### config.mk
export PLATFORM = sky130hd
export DESIGN_NAME = pwm_decoder
export DESIGN_NICKNAME = d
export VERILOG_FILES = /design/src/rtl/pwm_decoder.sv
export SDC_FILE = /design/constraint.sdc
export NUM_CORES = 1
export LEC_CHECK = 0
export ABC_AREA = 1
export CAP_MARGIN = 0
export CORE_MARGIN = 1
export CORE_UTILIZATION = 40
export DETAILED_ROUTE_END_ITERATION = 8
export GPL_ROUTABILITY_DRIVEN = 0
export GPL_TIMING_DRIVEN = 0
export PLACE_DENSITY = 0.67
export SETUP_SLACK_MARGIN = 0.4
export SLEW_MARGIN = 25
export SYNTH_ARGS = -nofsm -noshare
export SYNTH_HDL_FRONTEND = slang
export SYNTH_SLANG_ARGS = --single-unit
### constraint.sdc
create_clock -name clk -period 1.6 [get_ports clk]
set_clock_uncertainty 0.15 [all_clocks]
set_input_delay 0.32 -clock clk [delete_from_list [all_inputs] [get_ports clk]]
set_output_delay 0.32 -clock clk [all_outputs]
set_load 0.01 [all_outputs]
### src/rtl/pwm_decoder.sv
// PWM receiver: synchronises pwm_in, samples it on enable ticks and recovers
// the duty value from the high time of each 2^WIDTH-tick frame.
module pwm_decoder #(
   parameter int WIDTH = 8
) (
   input  logic             clk,
   input  logic             reset_n,
   input  logic             enable,
   input  logic             pwm_in,
   output logic [WIDTH-1:0] value,
   output logic             valid,
   output logic             locked,
   output logic             error
);

   typedef enum logic {IDLE, MEASURE} state_t;

   localparam logic [WIDTH:0] FRAME = {1'b1, {WIDTH{1'b0}}};
   localparam logic [WIDTH:0] ONE   = {{WIDTH{1'b0}}, 1'b1};

   logic             sync1_q, sync1_d;
   logic             s_q, s_d;
   logic             prev_q, prev_d;
   logic [WIDTH:0]   period_cnt_q, period_cnt_d;
   logic [WIDTH:0]   high_cnt_q, high_cnt_d;
   state_t           state_q, state_d;
   logic [WIDTH-1:0] value_q, value_d;
   logic             valid_q, valid_d;
   logic             locked_q, locked_d;
   logic             error_q, error_d;
   logic             rise;

   always_ff @(posedge clk or negedge reset_n) begin
      if (!reset_n) begin
         sync1_q      <= 1'b0;
         s_q          <= 1'b0;
         prev_q       <= 1'b0;
         period_cnt_q <= '0;
         high_cnt_q   <= '0;
         state_q      <= IDLE;
         value_q      <= '0;
         valid_q      <= 1'b0;
         locked_q     <= 1'b0;
         error_q      <= 1'b0;
      end else begin
         sync1_q      <= sync1_d;
         s_q          <= s_d;
         prev_q       <= prev_d;
         period_cnt_q <= period_cnt_d;
         high_cnt_q   <= high_cnt_d;
         state_q      <= state_d;
         value_q      <= value_d;
         valid_q      <= valid_d;
         locked_q     <= locked_d;
         error_q      <= error_d;
      end
   end

   always_comb begin
      sync1_d      = pwm_in;
      s_d          = sync1_q;
      prev_d       = prev_q;
      period_cnt_d = period_cnt_q;
      high_cnt_d   = high_cnt_q;
      state_d      = state_q;
      value_d      = value_q;
      valid_d      = 1'b0;
      locked_d     = locked_q;
      error_d      = 1'b0;
      rise         = s_q & ~prev_q;

      if (enable) begin
         prev_d = s_q;
         if (rise) begin
            // The first rise after IDLE only sets the reference point.
            period_cnt_d = ONE;
            high_cnt_d   = ONE;
            state_d      = MEASURE;
            if (state_q == MEASURE) begin
               if (period_cnt_q == FRAME) begin
                  value_d  = high_cnt_q[WIDTH-1:0];
                  valid_d  = 1'b1;
                  locked_d = 1'b1;
               end else begin
                  error_d  = 1'b1;
                  locked_d = 1'b0;
               end
            end
         end else if (period_cnt_q == FRAME) begin
            // A whole frame without a rise: the line is stuck at s_q.
            state_d      = IDLE;
            period_cnt_d = ONE;
            high_cnt_d   = {{WIDTH{1'b0}}, s_q};
            if (s_q) begin
               value_d  = '1;
               error_d  = 1'b1;
               locked_d = 1'b0;
            end else begin
               value_d  = '0;
               valid_d  = 1'b1;
               locked_d = 1'b1;
            end
         end else begin
            period_cnt_d = period_cnt_q + ONE;
            high_cnt_d   = high_cnt_q + {{WIDTH{1'b0}}, s_q};
         end
      end
   end

   assign value  = value_q;
   assign valid  = valid_q;
   assign locked = locked_q;
   assign error  = error_q;

endmodule

==> results of run 1 <==
how the worst max path moves through the flow:
stage	slack, ns	cells past startpoint	to	startpoint
finish	0.06	9	period_cnt_q[3]	period_cnt_q[1]
global route	-0.03	9	period_cnt_q[3]	period_cnt_q[1]
CTS	0.08	9	high_cnt_q[3]	period_cnt_q[0]
detailed placement	-0.48	7	value[2]	enable
global placement	-0.59	1	period_cnt_q[6]	reset_n
floorplan	0.17	8	value[2]	period_cnt_q[1]
area by class of cell:
| cell class | instances | share of cell area (%) |
|---|---|---|
| Multi-Input combinational cell | 138 | 36.7 |
| Timing Repair Buffer | 43 | 15.9 |
| Tap cell | 48 | 2.66 |
| Clock buffer | 6 | 3.65 |
| Inverter | 18 | 3.21 |
| Sequential cell | 32 | 35.5 |
| Clock inverter | 2 | 0.443 |
| Timing Repair inverter | 1 | 0.277 |
| Buffer | 4 | 1.60 |
cells in the mapped netlist (all sizes together):
library cell / n
inv: 18
xnor2: 1
nand2: 54
ha: 4
clkbuf: 2
xor2: 3
nor2: 37
o21ai: 20
o21bai: 1
buf: 2
a21oi: 2
dfrtp: 32
nand4: 3
nand3: 13
metrics by stage:
step / util, % / power (mW)
floorplan: - / 1.20
global placement: 48.6 / 1.28
detailed placement: 49.3 / 1.30
CTS: 55.0 / 2.00
global route: 61.3 / 2.20
finish: 61.3 / 2.07
critical path, delay by kind of cell (launching register included):
family        cells  cell delay (ns)
fa+ha+maj         1             0.16
buf+inv           2             0.18
flops             1             0.40
simple gates      6             0.54
routing by layer:
layer / vias up / global-route usage [%] / share of wire, %
li1: 706 / - / -
met1: 639 / 23.0 / 44
met2: 34 / 29.3 / 50
met3: 8 / 4.29 / 4.3
met4: 0 / 5.83 / 1.9
met5: - / 0 / 0
logic make-up after synthesis:
group                    count (synthesis)
buffers and inverters                   22
AO/OA/AOI/OAI                           23
adder cells (fa/ha/maj)                  4
flip-flops                              32
XOR/XNOR                                 4
AND/OR/NAND/NOR                        107
power by group through the flow:
stage / sequential (mW) / combinational (mW) / clock (mW)
final: 0.975 / 0.454 / 0.644
after global routing: 0.988 / 0.512 / 0.697
after floorplan: 0.970 / 0.227 / 0
after CTS: 0.976 / 0.376 / 0.650
after global placement: 0.994 / 0.290 / 0
after detailed placement: 0.995 / 0.302 / 0
sequential cells by signal, summed over array words and instances (netlist names):
| signal | cells |
|---|---|
| high_cnt_q | 8 |
| period_cnt_q | 9 |
| s_q | 1 |
| value | 8 |
| error | 1 |
| state_q | 1 |
| valid | 1 |
| locked | 1 |
| s_d | 1 |
| prev_q | 1 |
what timing repair did:
| action | 4_1_cts | 5_1_grt |
|---|---|---|
| gates resized for setup | 61 | 38 |
| setup endpoints to repair | 41 | 41 |
| gates cloned | 1 | 1 |
| hold endpoints to repair | 15 | 0 |
| buffers inserted | 16 | 10 |
| hold buffers | 1 | 0 |
| pin swaps | 9 | 13 |
==> qor.csv, run 1 <==
metric,value,unit
grt_pass1_wl,5620,µm
rsz0062_at_grt,true,
ys_ff_latch,32,
worst_slack,0.0611,ns
p_per_area,917,mW/mm²
rr_worst_depth,9,
synth.top_cell.area_share,51.6,%
numCtsBuffers,5,
register_area,802,µm²
multi_input_area,831,µm²
hold_end,s_q,
final_nets,251,
final_antenna_net_count,0,
crit_type,flip-flop to flip-flop,
r2r_end,period_cnt_q[3],
antenna_found_initial,0,
cp_cell_sequence,inv_2 > ha_4 > nand2_4 > nor2_4 > nand2_2 > nand2_4 > nand2_4 > inv_6 > nor2_1,
post-route-period-util,96.2,%
wl,3520,µm
ys_seq_area_share,51.6,%
r2r_slack,0.06,ns
hold_violations,0,
seqPwrFrac,47.0,%
synth-xor-area-share,2.26,%
portBuffers,14,
clockBufferDepth,2,
cts_tree,built,
intPower,1.42,mW
combPwrFrac,21.9,%
die-height,64.3,µm
worst_path_max_delay_cell,dfrtp_1,
syn_area,0.00155,mm²
worst_pin_slew,0.414,ns
rows,22,
ctsRootBufferMaster,clkbuf_8,
start_kind,flip-flop,
r2r_start,period_cnt_q[1],
grt_pass1_vias,1250,
yosys.area.top_type,dfrtp_1,
required,1.62,ns
layout.cells.most_common,nand2_1,
netSwitchingPower,655,µW
dr.pass1.iters,4,
synth_compound_area_share,9.51,%
routedWlPerCell,12.1,µm
drc,0,
power_frac_clock,31.1,%
synth.area.top_cells,"dfrtp_1 52%, nand2_1 13%, nor2_1 8.9%",
setup_viol,0,
switching_share,31.6,%
ir_worst_vdd,0.509,mV
layout_common_cells,"40 x nand2_1, 31 x dfrtp_1, 24 x nor2_1",
synthDistinctLibCells,18,
area_growth,45.6,%
h-tree-depth,2,
insertion_delay,0.28,ns
dpl.hpwl,2140,µm
slowest_delay,0.40,ns
first_iter_violations,98,
cts.sinks,32,
post_route_cells_drive_above_1_share,40.6,%
place_ws,-0.482,ns
dieArea,0.00414,mm²
synthSimpleGateAreaFrac,27.6,%
crit_path_frequent_cell,nand2_4,
antenna_cells,0,
synth.avg_cell_area,8.09,µm²
dr_total_vias,1387,
cp-end-kind,flip-flop,
syn_nets,200,
clk_pin_slew,0.07,ns
hold_depth,0,
status,finished clean,
cp_max_fo,7,
final_max_slew_viol_count,0,
die_x,64.3,µm
fill_cells,310,
ioPinCount,15,
dp.cells,255,
via_per_inst,4.75,
fin_area,0.00226,mm²
initial_utilization,42.1,%
period_needed,1.54,ns
grt_max_degree,18,
leakagePower,1.14,nW
fin_setup_tns,0,ns
max_freq,0.650,GHz
worstHoldPathType,flip-flop to flip-flop,
synth_top_family_by_area,simple AND/OR/NAND/NOR gates,
cp.arrival,1.56,ns
overflow,0,
synth_mux_area_share,0,%
maxCapViolCount,0,
whs,0.203,ns
slew_headroom,72.4,%
yosys_warnings,0,
synthAdderAreaFrac,3.22,%
core_region_area,0.00369,mm²
synth_cells,192,
placed_area,0.00182,mm²
hold_path.startpoint,s_d,
grt_use_total,17.9,%
final_cell_count_no_fill,292,
Power figures use the tool's default switching activity.
==> run 2, diff against run 1 <==
- CTS_BUF_LIST: unset -> sky130_fd_sc_hd__clkbuf_8
==> results of run 2 <==
No change in the layout: final DEF, timing and power equal those of run 1.
==> run 3, diff against run 2 <==
- CTS_BUF_LIST: sky130_fd_sc_hd__clkbuf_8 -> unset
==> results of run 3 <==
No change in the layout: final DEF, timing and power equal those of run 1.
